## config.mk

```make
export PLATFORM = sky130hd
export DESIGN_NAME = alu_issue_decode
export DESIGN_NICKNAME = d
export VERILOG_FILES = /design/src/rtl/alu_pkg.sv /design/src/rtl/alu_op_decode.sv /design/src/rtl/alu_issue_decode.sv
export SDC_FILE = /design/constraint.sdc
export NUM_CORES = 1
export LEC_CHECK = 0
export BUFFER_PORTS_ARGS = -buffer_cell sky130_fd_sc_hd__buf_2
export CORE_MARGIN = 5
export CORE_UTILIZATION = 47
export CTS_CLUSTER_SIZE = 28
export DETAILED_ROUTE_END_ITERATION = 10
export PLACE_DENSITY = 0.8
export SLEW_MARGIN = 20
export SYNTH_ARGS = -nofsm -noshare
export SYNTH_HDL_FRONTEND = slang
export SYNTH_SLANG_ARGS = --single-unit
```

## constraint.sdc

```tcl
create_clock -name clk -period 2 [get_ports clk]
set_input_delay 0 -clock clk [delete_from_list [all_inputs] [get_ports clk]]
set_output_delay 0 -clock clk [all_outputs]
set_load 0.005 [all_outputs]
```

## src/rtl/alu_pkg.sv

```systemverilog
// alu_pkg: shared definitions for the ALU issue/decode slice.
//   - ALU func codes understood by the combinational execute-stage ALU
//   - RV64I major opcode constants
//   - alu_bundle_t: one decoded ALU operation (operands, func, flags)
//   - sext_i12: sign-extension helper for 12-bit immediates
package alu_pkg;

  localparam int ALU_XLEN = 64;
  localparam int ALU_ILEN = 32;

  // ALU func codes. For register/immediate ALU ops the low three bits equal
  // funct3, and bit 3 distinguishes SUB/SRA from ADD/SRL.
  localparam logic [3:0] ALU_ADD   = 4'b0000;
  localparam logic [3:0] ALU_SUB   = 4'b1000;
  localparam logic [3:0] ALU_SLL   = 4'b0001;
  localparam logic [3:0] ALU_SLT   = 4'b0010;
  localparam logic [3:0] ALU_SLTU  = 4'b0011;
  localparam logic [3:0] ALU_XOR   = 4'b0100;
  localparam logic [3:0] ALU_SRL   = 4'b0101;
  localparam logic [3:0] ALU_SRA   = 4'b1101;
  localparam logic [3:0] ALU_OR    = 4'b0110;
  localparam logic [3:0] ALU_AND   = 4'b0111;
  localparam logic [3:0] ALU_PASSB = 4'b1110;

  // RV64I major opcodes (instr[6:0]).
  localparam logic [6:0] OP        = 7'b0110011;
  localparam logic [6:0] OP_IMM    = 7'b0010011;
  localparam logic [6:0] OP_32     = 7'b0111011;
  localparam logic [6:0] OP_IMM_32 = 7'b0011011;
  localparam logic [6:0] LUI       = 7'b0110111;
  localparam logic [6:0] AUIPC     = 7'b0010111;
  localparam logic [6:0] LOAD      = 7'b0000011;
  localparam logic [6:0] STORE     = 7'b0100011;
  localparam logic [6:0] BRANCH    = 7'b1100011;
  localparam logic [6:0] JAL       = 7'b1101111;
  localparam logic [6:0] JALR      = 7'b1100111;

  typedef struct packed {
    logic [ALU_XLEN-1:0] a;
    logic [ALU_XLEN-1:0] b;
    logic [3:0]          func;
    logic                is_word;
    logic                illegal;
  } alu_bundle_t;

  function automatic logic [ALU_XLEN-1:0] sext_i12(input logic [11:0] imm);
    return {{(ALU_XLEN-12){imm[11]}}, imm};
  endfunction

endpackage

```

## src/rtl/alu_op_decode.sv

```systemverilog
// alu_op_decode: purely combinational RV64I -> ALU operand/func decode.
// Ports:
//   instr   in  instruction word
//   pc      in  instruction PC (SrcA for AUIPC/JAL)
//   rs1_val in  forwarded rs1 value
//   rs2_val in  forwarded rs2 value
//   dec     out decoded bundle {a, b, func, is_word, illegal}
// Any unsupported opcode or funct encoding yields illegal=1 with a=b=0 and
// func=ADD so the entry can travel down the pipe and trap there.
module alu_op_decode
  import alu_pkg::*;
(
  input  logic [ALU_ILEN-1:0] instr,
  input  logic [ALU_XLEN-1:0] pc,
  input  logic [ALU_XLEN-1:0] rs1_val,
  input  logic [ALU_XLEN-1:0] rs2_val,
  output alu_bundle_t         dec
);

  logic [6:0]          opcode;
  logic [2:0]          funct3;
  logic [6:0]          funct7;
  logic [5:0]          funct6;
  logic [ALU_XLEN-1:0] imm_i;
  logic [ALU_XLEN-1:0] imm_s;
  logic [ALU_XLEN-1:0] imm_u;
  logic [ALU_XLEN-1:0] shamt6;
  logic [ALU_XLEN-1:0] shamt5;
  logic                unused_rs1_field;

  assign opcode = instr[6:0];
  assign funct3 = instr[14:12];
  assign funct7 = instr[31:25];
  assign funct6 = instr[31:26];
  assign imm_i  = sext_i12(instr[31:20]);
  assign imm_s  = sext_i12({instr[31:25], instr[11:7]});
  assign imm_u  = {{(ALU_XLEN-32){instr[31]}}, instr[31:12], 12'b0};
  assign shamt6 = {{(ALU_XLEN-6){1'b0}}, instr[25:20]};
  assign shamt5 = {{(ALU_XLEN-5){1'b0}}, instr[24:20]};

  // Register specifier bits are consumed by the register file, not here.
  assign unused_rs1_field = ^instr[19:15];

  always_comb begin
    dec         = '0;
    dec.func    = ALU_ADD;
    dec.is_word = (opcode == OP_32) || (opcode == OP_IMM_32);

    case (opcode)
      OP, OP_32: begin
        dec.a = rs1_val;
        dec.b = rs2_val;
        if (funct7 == 7'b0000000) begin
          dec.func = {1'b0, funct3};
        end else if (funct7 == 7'b0100000 &&
                     (funct3 == 3'b000 || funct3 == 3'b101)) begin
          // {1,000} = SUB, {1,101} = SRA
          dec.func = {1'b1, funct3};
        end else begin
          dec.illegal = 1'b1;
        end
        // The word forms only exist for ADD/SUB/SLL/SRL/SRA.
        if (opcode == OP_32 && !(funct3 inside {3'b000, 3'b001, 3'b101})) begin
          dec.illegal = 1'b1;
        end
      end

      OP_IMM: begin
        dec.a = rs1_val;
        dec.b = imm_i;
        case (funct3)
          3'b001: begin
            dec.b    = shamt6;
            dec.func = ALU_SLL;
            if (funct6 != 6'b000000) dec.illegal = 1'b1;
          end
          3'b101: begin
            dec.b = shamt6;
            if (funct6 == 6'b000000)      dec.func = ALU_SRL;
            else if (funct6 == 6'b010000) dec.func = ALU_SRA;
            else                          dec.illegal = 1'b1;
          end
          default: dec.func = {1'b0, funct3};
        endcase
      end

      OP_IMM_32: begin
        dec.a = rs1_val;
        dec.b = imm_i;
        case (funct3)
          3'b000: dec.func = ALU_ADD;
          3'b001: begin
            dec.b    = shamt5;
            dec.func = ALU_SLL;
            if (funct7 != 7'b0000000) dec.illegal = 1'b1;
          end
          3'b101: begin
            dec.b = shamt5;
            if (funct7 == 7'b0000000)      dec.func = ALU_SRL;
            else if (funct7 == 7'b0100000) dec.func = ALU_SRA;
            else                           dec.illegal = 1'b1;
          end
          default: dec.illegal = 1'b1;
        endcase
      end

      LUI: begin
        dec.a    = '0;
        dec.b    = imm_u;
        dec.func = ALU_PASSB;
      end

      AUIPC: begin
        dec.a = pc;
        dec.b = imm_u;
      end

      LOAD, JALR: begin
        dec.a = rs1_val;
        dec.b = imm_i;
      end

      STORE: begin
        dec.a = rs1_val;
        dec.b = imm_s;
      end

      JAL: begin
        // Link value pc+4.
        dec.a = pc;
        dec.b = {{(ALU_XLEN-3){1'b0}}, 3'd4};
      end

      BRANCH: begin
        dec.a = rs1_val;
        dec.b = rs2_val;
        case (funct3[2:1])
          2'b00:   dec.func = ALU_SUB;   // BEQ/BNE compare via zero result
          2'b10:   dec.func = ALU_SLT;   // BLT/BGE
          2'b11:   dec.func = ALU_SLTU;  // BLTU/BGEU
          default: dec.illegal = 1'b1;   // funct3 010/011
        endcase
      end

      default: dec.illegal = 1'b1;
    endcase

    if (dec.illegal) begin
      dec.a    = '0;
      dec.b    = '0;
      dec.func = ALU_ADD;
    end
  end

endmodule

```

## src/rtl/alu_issue_decode.sv

```systemverilog
// alu_issue_decode: ID/EX boundary for the ALU. Decodes one RV64I
// instruction into ALU operands/func and holds it in a valid/ready
// pipeline register backed by one skid register.
// Ports:
//   clk, rst_n           clock (rising edge), asynchronous active-low reset
//   in_valid/in_ready    upstream handshake; in_ready is registered
//   in_instr, in_pc      instruction word and PC
//   in_rs1_val/rs2_val   forwarded register operands
//   flush                squash every held entry on the next edge
//   out_valid/out_ready  downstream handshake to the execute stage
//   alu_a, alu_b         ALU SrcA/SrcB
//   alu_func             ALU func code
//   out_is_word          OP-32/OP-IMM-32 result needs 32-bit sign extension
//   out_illegal          opcode/funct not supported (trap downstream)
module alu_issue_decode
  import alu_pkg::*;
#(
  parameter int XLEN = 64,
  parameter int ILEN = 32
) (
  input  logic            clk,
  input  logic            rst_n,
  input  logic            in_valid,
  output logic            in_ready,
  input  logic [ILEN-1:0] in_instr,
  input  logic [XLEN-1:0] in_pc,
  input  logic [XLEN-1:0] in_rs1_val,
  input  logic [XLEN-1:0] in_rs2_val,
  input  logic            flush,
  output logic            out_valid,
  input  logic            out_ready,
  output logic [XLEN-1:0] alu_a,
  output logic [XLEN-1:0] alu_b,
  output logic [3:0]      alu_func,
  output logic            out_is_word,
  output logic            out_illegal
);

  alu_bundle_t dec;

  alu_bundle_t main_q, main_d;
  logic        main_valid_q, main_valid_d;
  alu_bundle_t skid_q, skid_d;
  logic        skid_valid_q, skid_valid_d;
  logic        in_ready_q, in_ready_d;

  logic        accept;
  logic        consume;

  alu_op_decode u_decode (
    .instr   (in_instr),
    .pc      (in_pc),
    .rs1_val (in_rs1_val),
    .rs2_val (in_rs2_val),
    .dec     (dec)
  );

  assign accept  = in_valid && in_ready_q;
  assign consume = main_valid_q && out_ready;

  // The skid register is only ever occupied while main is occupied, so
  // in_ready_q (= !skid full) is low whenever skid holds data and a new
  // accept can never coincide with a skid drain.
  always_comb begin
    main_d       = main_q;
    main_valid_d = main_valid_q;
    skid_d       = skid_q;
    skid_valid_d = skid_valid_q;

    if (flush) begin
      main_valid_d = 1'b0;
      skid_valid_d = 1'b0;
    end else if (!main_valid_q || consume) begin
      // Main is free (or being emptied): refill it, oldest entry first.
      if (skid_valid_q) begin
        main_d       = skid_q;
        main_valid_d = 1'b1;
        skid_valid_d = 1'b0;
      end else if (accept) begin
        main_d       = dec;
        main_valid_d = 1'b1;
      end else begin
        main_valid_d = 1'b0;
      end
    end else if (accept) begin
      // Main is stalled: park the new entry behind it.
      skid_d       = dec;
      skid_valid_d = 1'b1;
    end

    in_ready_d = !skid_valid_d;
  end

  always_ff @(posedge clk or negedge rst_n) begin
    if (!rst_n) begin
      main_q       <= '0;
      main_valid_q <= 1'b0;
      skid_q       <= '0;
      skid_valid_q <= 1'b0;
      in_ready_q   <= 1'b1;
    end else begin
      main_q       <= main_d;
      main_valid_q <= main_valid_d;
      skid_q       <= skid_d;
      skid_valid_q <= skid_valid_d;
      in_ready_q   <= in_ready_d;
    end
  end

  assign in_ready    = in_ready_q;
  assign out_valid   = main_valid_q;
  assign alu_a       = main_q.a;
  assign alu_b       = main_q.b;
  assign alu_func    = main_q.func;
  assign out_is_word = main_q.is_word;
  assign out_illegal = main_q.illegal;

endmodule

```

* Yosys cells after proc, flatten, opt, wreduce, memory -nomap -nowiden
Cells that the tools add are included.
Word-level totals: word-level logic and storage cells 95, memories kept 0, RAM bits 0, memory bits (read-only) 0, bits in registers 271, output and inout bits 136, latch bits 0, input port bits 229
Cells by class: $lt $le $gt $ge 0, muxes and demuxes 36, div/mod/pow operators 0, equality and inequality tests 17, bitwise logic cells 2, multipliers 0, shift operators 0, reduce and logical (&&, ||, !) cells 27, $add $sub $neg 0
Operator list (count):
- $pmux 128 s8 | 1
- $mux 134 | 2
- $mux 132 | 1
- $mux 64 | 2
- $eq 7x6->1 const B | 5
- $mux 4 | 6
- $eq 7x5->1 const B | 3
- $eq 7x7->1 const B | 3
- $pmux 4 s5 | 1
- $mux 1 | 17
- $pmux 4 s2 | 2
- $pmux 4 s3 | 1
- $eq 7x2->1 const B | 1
- $logic_not 7->1 | 1
- $reduce_bool 7->1 | 1
- $eq 6x5->1 const B | 1
- $logic_not 6->1 | 1
- $reduce_and 3->1 | 2
- $reduce_bool 6->1 | 1
- $reduce_or 2->1 | 3
- $reduce_or 3->1 | 2
- $reduce_or 6->1 | 1
- $pmux 1 s5 | 1
- $eq 2x2->1 const B | 2
- 12 further kinds | 21

* Depth between registers and ports, before layout
Gate-level depths: netlist of run 1.
depth after elaboration 10, depth in mapped cells 9

* Cells and area by module
Synthesis of run 1 repeated with hierarchy kept, for this count alone.
Second synthesis, totals: cell total of the unflattened synthesis 1148, area total of the unflattened synthesis 14606.5 µm²
By module, submodules not included:
- alu_issue_decode | cells an instance 726, sequential area each 6782.8 µm², area an instance 11654.9 µm², times used 1
- alu_op_decode | cells an instance 422, sequential area each 0.0 µm², area an instance 2951.6 µm², times used 1

* Least setup slack after synthesis of run 1
Ideal clock, no wire load.
path kind input to register, start point in in_instr[27], end point reg main_q, in the netlist alu_b[3], stages 8, data arrival time 1.926 ns, library setup time 0.082 ns, buffers on the path 2, setup slack -0.008 ns, cells stage by stage or4_4 > nor4b_1 > o32ai_1 > a211oi_2 > nand3_2 > buf_2 > buf_2 > o22ai_1
Between the ends: word-level cells in the longest chain between the ends 9, elaborated cells on any way between the ends 22, those cells by class 2 x eq/ne; 15 x mux; 5 x reduce/logical
RTL lines:
- start, declared | RTL line alu_issue_decode.sv:25 | input logic [ILEN-1:0] in_instr,
- $eq 7x6->1 | RTL line alu_op_decode.sv:55, alu_op_decode.sv:100
- $logic_and 1x1->1 | RTL line alu_op_decode.sv:55 | end else if (funct7 == 7'b0100000 &&
- $mux 1 | RTL line alu_op_decode.sv:55
- $mux 1 | RTL line alu_op_decode.sv:53 | if (funct7 == 7'b0000000) begin
- $mux 1 | RTL line alu_op_decode.sv:63 | if (opcode == OP_32 && !(funct3 inside {3'b000, 3'b001, 3'b101})) begin
- $pmux 1 s5 * | RTL line alu_op_decode.sv:49 | case (opcode)
- $mux 132 * | RTL line alu_op_decode.sv:148 | if (dec.illegal) begin
- $mux 134 * | RTL line alu_issue_decode.sv:79 | end else if (accept) begin
- $mux 134 * | RTL line alu_issue_decode.sv:75 | if (skid_valid_q) begin
- end signal, assigned | RTL line alu_issue_decode.sv:102 | main_q <= main_d;
- end, declared | RTL line alu_issue_decode.sv:41 | alu_bundle_t main_q, main_d;
Every way passes the cells marked *; elsewhere a longest branch is shown, timed or not. The select of a mux whose other input is x is not followed. A chain may end at the register's enable or synchronous reset.

* Worst setup path after layout of run 1
start point in in_instr[2], end point reg skid_q[8] (netlist bit)
Between the ends: word-level cells in the longest chain between the ends 5, elaborated cells on any way between the ends 20, those cells by class 11 x eq/ne; 4 x mux; 5 x reduce/logical
RTL lines:
- $eq 7x6->1 | RTL line alu_op_decode.sv:49, alu_op_decode.sv:63
- $logic_and 1x1->1 | RTL line alu_op_decode.sv:63
- $mux 1 | RTL line alu_op_decode.sv:63
- $pmux 1 s5 | RTL line alu_op_decode.sv:49
- $mux 132 * | RTL line alu_op_decode.sv:148
- end signal, assigned | RTL line alu_issue_decode.sv:104 | skid_q <= skid_d;
- end, declared | RTL line alu_issue_decode.sv:43 | alu_bundle_t skid_q, skid_d;
Every way passes the cells marked *; elsewhere a longest branch is shown, timed or not.

==> results of run 1 <==
cell usage after synthesis (7+ instances only):
library cell / number / share of area
dfrtp_1: 270 / 0.56
a21oi_1: 175 / 0.073
nand2_1: 144 / 0.045
nor2_1: 141 / 0.044
o21ai_0: 136 / 0.057
o22ai_1: 128 / 0.067
clkbuf_1: 109 / 0.034
a22oi_1: 72 / 0.045
a221oi_1: 21 / 0.015
buf_2: 11 / 0.0046
nor2b_1: 7 / 0.0036
nor3_1: 7 / 0.0029
placed cells by master (no fill, tap or decap), types with 3 or more instances in the layout:
master           n
bufinv_16        3
clkbuf_16       30
buf_2          363
clkbuf_8         5
nand2b_1         3
buf_4           45
nor3_1           5
and2_1           5
o31ai_1          5
nand3_1          4
a21oi_1        174
nor2b_1          6
clkinvlp_4       3
dfrtp_1        269
clkinv_2         5
o211ai_1         3
nor2_1         139
buf_12          17
a22oi_1         72
nand2_1        143
and3_1           6
dlygate4sd3_1  226
o22ai_1        125
diode_2         12
clkbuf_1         6
inv_1            6
o21ai_0        136
a221oi_1        21
a222oi_1         4
metrics by stage:
stage | instances | area (um2) | hold slack (ns) | TNS, ns | util
after floorplan | 1298 | 12000 | -0.296 | 0 | -
after global placement | 1934 | 14600 | -0.0578 | -25.41 | 0.579
after detailed placement | 1934 | 14600 | -0.0524 | -30.97 | 0.579
after CTS | 2213 | 17800 | 0.00360 | 0 | 0.708
after global routing | 2221 | 17900 | 0.0374 | -0.00852 | 0.711
final | 2226 | 17900 | 0.0296 | 0 | 0.711
worst max-delay path, cell delays in order:
cell           delay [ns]
buf_2                0.19
nor4bb_1             0.08
buf_4                0.15
and2_0               0.16
or2_2                0.32
buf_4                0.18
buf_4                0.19
a221oi_1             0.30
dlygate4sd3_1        0.64
o21ai_0              0.13
power by group through the flow:
stage               registers [mW]  logic [mW]  clock network, mW
floorplan                     6.30       0.790                  0
finish                        6.24        2.40               5.46
detailed placement            6.30        2.00                  0
CTS                           6.21        2.29               5.51
global placement              6.29        1.93                  0
global route                  6.28        2.60               5.76
area by class of cell:
cell class                 instances  area, um2  share of cell area
sequential                       271       6790               0.379
inverter                           6       22.5             0.00126
timing repair buffer             655       4840               0.270
multi-input combinational        900       4860               0.271
clock inverter                    12        146             0.00817
tap                              330        413              0.0231
clock buffer                      40        817              0.0456
antenna                           12       30.0             0.00168
cell families after synthesis:
kind of cell	after synthesis	synth area share
DFF	271	0.564
muxes	1	0.000832
and+or+nand+nor	336	0.117
AOI/OAI and AO/OA	562	0.277
buffers and inverters	127	0.0408
xor gates and xnor gates	1	0.000728
final timing paths:
check                             endpoint         start
worst max register to register   skid_q[8]     out_valid
max in group asynchronous        alu_b[53]         rst_n
worst max-delay path             skid_q[8]   in_instr[2]
worst min-delay path             alu_b[13]  in_instr[13]
min in group asynchronous       skid_q[47]         rst_n
worst min register to register  skid_q[37]    skid_q[37]
per-layer routing:
metal | share of wire | vias to the layer above | GRT usage
met2 | 0.50 | 987 | 0.536
met3 | 0.097 | 202 | 0.0729
met1 | 0.36 | 6589 | 0.390
li1 | - | 5858 | -
met4 | 0.046 | 10 | 0.134
met5 | 0.0014 | - | 0
what timing repair did:
item | in CTS | in global routing
gates resized for setup | 0 | 10
setup endpoints to repair | 0 | 164
buffers inserted | 0 | 1
endpoints found under the hold margin | 529 | 0
hold buffers | 227 | 0
sequential cells by signal (all words and copies together), names as in the netlist:
signal	count
alu_a	64
skid_q	134
alu_b	64
out_illegal	1
out_is_word	1
skid_valid_q	1
alu_func	4
out_valid	1
in_ready	1
==> flow_summary.yaml, run 1 <==
cts:
  cts_tree: "yes"
  htree_levels: 1
  clk_pin_slew_ns: 0.07
  ctsRootBufferMaster: "clkbuf_16"
  cts.sinks: 271
  clock_latency_ns: 0.54
  cts_buffers: 28
  cts_buffer_depth: 3
routing:
  viasPerCell: 6.13
  vias: 13646
  drtIter0Drc: 1773
  drc: 0
  avgRoutedWirePerCell_um: 21.6
  first_pass_iters: 9
  ant_nets: 0
  wl_mm: 48.1
worst_setup_path:
  cp_max_fo: 13
  worstSetupEndpointType: "flip-flop"
  r2r_slack_ns: 0.09
  arrival_ns: 2.33
  cp-start-kind: "primary input"
  reg2reg_depth: 6
  setup.worst_path.class: "primary input to flip-flop"
  required_ns: 2.40
timing:
  tightest_slew_ns: 0.798
  setup_viol: 0
  post-route-min-period_ns: 1.93
  max_freq_mhz: 518
  maxSlewHeadroom: 0.468
  slew_violations: 0
  skew_ns: 0.0100
  fin_crit_sh: 0.965
  hold_violations: 0
  fin_ws_ns: 0.0695
die:
  die_w_um: 170
  rows: 58
  core_um2: 25200
  start_util: 0.478
  die_h_um: 170
  io-pin-count: 365
  die_area_um2: 28900
placed_design:
  gp_congestion: 0.868
  dpl_worst_slack_ns: -0.213
  dpl.hpwl_mm: 26.7
  io_buffers: 364
logic_synthesis:
  async_reset_ff_frac: 1.00
  synthesis.instances: 1298
  synth-seq-cells: 271
  ys.flop_type: "dfrtp_1"
  seq_area_frac_synth: 0.564
  synth.distinct_cells: 49
  avgSynthCellArea_um2: 9.27
  syn_area_um2: 12000
  synth_edf_count: 0
  synth_fp_nets: 1527
  ys_warn_count: 0
power:
  swShare: 0.267
  p_sw_mw: 3.77
  power_density_nw_per_um2: 787
  vdd_drop_max_mv: 0.572
  p_comb_frac: 0.170
  total_leakage_power_nw: 7.89
  pwr-share-seq: 0.443
  p_int_mw: 10.3
  clock_power_share: 0.387
  p_total_mw: 14.1
run:
  max-cap-violations: 0
worst_hold_path:
  whs_path_depth: 4
  hp-class: "primary input to flip-flop"
outcome:
  outcome: "finished, final reports clean"
cells_and_area:
  fin_nets: 2091
  drive_above_1_share: 0.262
  area_growth_pct: 48.9
  final.fill_count: 1669
global_routing:
  grt_pass1_vias: 13844
  grt_pass1_wl_mm: 74.1
  grt_max_degree: 138
  antenna_found_initial: 12
  grtUsageTotal: 0.316
  gr-total-overflow: 0
(Power assumes the default switching activity.)
==> inputs of run 2 (changes only) <==
--- a/config.mk
+++ b/config.mk
@@ -7,10 +7,10 @@
 export LEC_CHECK = 0
 export BUFFER_PORTS_ARGS = -buffer_cell sky130_fd_sc_hd__buf_2
 export CORE_MARGIN = 5
-export CORE_UTILIZATION = 47
+export CORE_UTILIZATION = 33
 export CTS_CLUSTER_SIZE = 28
 export DETAILED_ROUTE_END_ITERATION = 10
-export PLACE_DENSITY = 0.8
+export PLACE_DENSITY = 0.6
 export SLEW_MARGIN = 20
 export SYNTH_ARGS = -nofsm -noshare
 export SYNTH_HDL_FRONTEND = slang
==> run 2 against run 1 <==
Net effect: register-to-register slack improved by 0.07 ns; non-clock buffer count rose by 13; critical path depth fell by 1; maximum frequency rose by 1.8%; die area rose by 40%; worst hold slack improved by 0.026 ns; largest cell class unchanged.
==> flow_summary.yaml, run 2 (same netlist as run 1, synthesis figures left out) <==
cts:
  clk_pin_slew_ns: 0.06
  htree_levels: 1
  clock_latency_ns: 0.55
  ctsRootBufferMaster: "clkbuf_16"
  cts.sinks: 271
  cts_setup_buffers: 0
  cts_buffers: 30
  cts_tree: "yes"
  cts_buffer_depth: 3
timing:
  skew_ns: 0.0112
  holdWs_ns: 0.0555
  fin_ws_ns: 0.104
  tightest_slew_ns: 0.771
  maxSlewHeadroom: 0.486
  tns_ns: 0
  setup_viol: 0
  slew_violations: 0
  fin_crit_sh: 0.948
  hold_violations: 0
  max_freq_mhz: 527
  rsz0062_at_grt: "false"
  post-route-min-period_ns: 1.90
placed_design:
  placed_cell_area_um2: 14800
  dpl.hpwl_mm: 27.1
  dpl_worst_slack_ns: -0.290
  io_buffers: 364
  gp_congestion: 0.797
routing:
  ant_nets: 0
  drtIter0Drc: 915
  avgRoutedWirePerCell_um: 19.0
  first_pass_iters: 7
  vias: 12672
  wl_mm: 45.0
  drc: 0
  viasPerCell: 5.34
worst_setup_path:
  cp_max_fo: 55
  crit_chain: "dlygate4sd3_1 > buf_2 > and3b_1 > o32ai_1 > nand2_1 > a211oi_4 > nand3_4 > buf_12 > o31ai_1"
  required_ns: 2.46
  arrival_ns: 2.35
  setup.worst_path.class: "primary input to flip-flop"
  crit_path_max_incr_delay_ns: 0.54
  worstSetupEndpointType: "flip-flop"
  cp-start-kind: "primary input"
  timing.critical_path.buf_inv: 3
  crit_path_top_delay_cell: "dlygate4sd3_1"
  critPathTopFamily: "buffers and inverters"
  r2r_slack_ns: 0.16
die:
  core_um2: 36300
  die_area_um2: 40400
  die_h_um: 201
  start_util: 0.332
  die_w_um: 201
  io-pin-count: 365
  rows: 70
cells_and_area:
  top_register: "skid_q"
  area_growth_pct: 51.1
  final_common_cell: "buf_2"
  fin_area_um2: 18200
  final.fill_count: 3333
  final_cell_mix: "363 x buf_2, 269 x dfrtp_1, 232 x dlygate4sd3_1, 174 x a21oi_1, 143 x nand2_1"
  largest_reg_flops: 134
  fin_nets: 2106
  drive_above_1_share: 0.264
global_routing:
  gr-total-overflow: 0
  grt_max_degree: 136
  antenna_found_initial: 2
  grtUsageTotal: 0.214
  grt_pass1_wl_mm: 71.9
  grt_pass1_vias: 13378
power:
  p_sw_mw: 3.74
  vdd_drop_max_mv: 0.566
  clock_power_share: 0.396
  p_comb_frac: 0.163
  pwr-share-seq: 0.440
  p_total_mw: 14.1
  p_int_mw: 10.4
  power_density_nw_per_um2: 777
  swShare: 0.265
  total_leakage_power_nw: 7.96
worst_hold_path:
  hp-class: "primary input to flip-flop"
outcome:
  outcome: "finished, final reports clean"
run:
  max-cap-violations: 0
## run 2: cell types whose count changed in the layout (fill, tap and decap cells not counted), moves of 2 or more
cell / before / now
clkinvlp_4: 3 / 1
clkinv_2: 5 / 7
bufinv_16: 3 / 1
o22ai_2: 2 / 0
clkbuf_8: 5 / 9
buf_4: 45 / 51
buf_12: 17 / 20
dlygate4sd3_1: 226 / 232
o22ai_1: 125 / 128
diode_2: 12 / 2
## run 2: final timing paths
check / endpoint / cells past startpoint / startpoint
worst max register to register: skid_q[90] / 7 / out_valid
worst min-delay path: skid_q[0] / 4 / in_valid
max in group asynchronous: alu_b[25] / 4 / rst_n
min in group asynchronous: alu_a[36] / 3 / rst_n
worst max-delay path: alu_func[2] / 9 / in_instr[30]
worst min register to register: skid_q[5] / 2 / skid_q[5]
## run 2: final cells by class
cell class,instances,area (um2),share of cell area
Inverter,6,22.5,0.00124
Clock buffer,45,918,0.0505
Sequential cell,271,6790,0.373
Antenna cell,2,5.00,0.000275
Clock inverter,11,90.1,0.00495
Multi-Input combinational cell,900,4820,0.265
Timing Repair Buffer,668,4950,0.272
Tap cell,468,586,0.0322
## run 2: repair_timing
item | CTS | global route
hold buffers | 233 | 0
endpoints found under the setup margin | 0 | 114
hold endpoints to repair | 531 | 0
resized for setup | 0 | 3
## run 2: power groups by stage
stage	Clock (mW)	Sequential (mW)	Combinational (mW)
3_3_place_gp	0	6.31	1.96
2_1_floorplan	0	6.30	0.790
3_5_place_dp	0	6.30	2.01
6_report	5.60	6.22	2.31
4_1_cts	5.75	6.22	2.30
5_1_grt	5.99	6.27	2.54
## run 2: layer usage
metal / track usage / share of wire / wire [um]
met4: 0.0600 / 0.024 / 1060
met5: 0 / 0 / 0
met1: 0.281 / 0.42 / 19000
met2: 0.356 / 0.48 / 21600
met3: 0.0494 / 0.075 / 3390
## run 2: through the flow
| step | instances | utilization |
|---|---|---|
| 2_1_floorplan | 1298 | - |
| 3_3_place_gp | 2080 | 0.409 |
| 3_5_place_dp | 2080 | 0.409 |
| 4_1_cts | 2369 | 0.501 |
| 5_1_grt | 2371 | 0.501 |
| 6_report | 2371 | 0.501 |
## run 2: worst min-delay path, cell delays in order
cell      delay [ns]
buf_2           0.11
nand4b_1        0.21
a21oi_2         0.10
a22oi_1         0.14
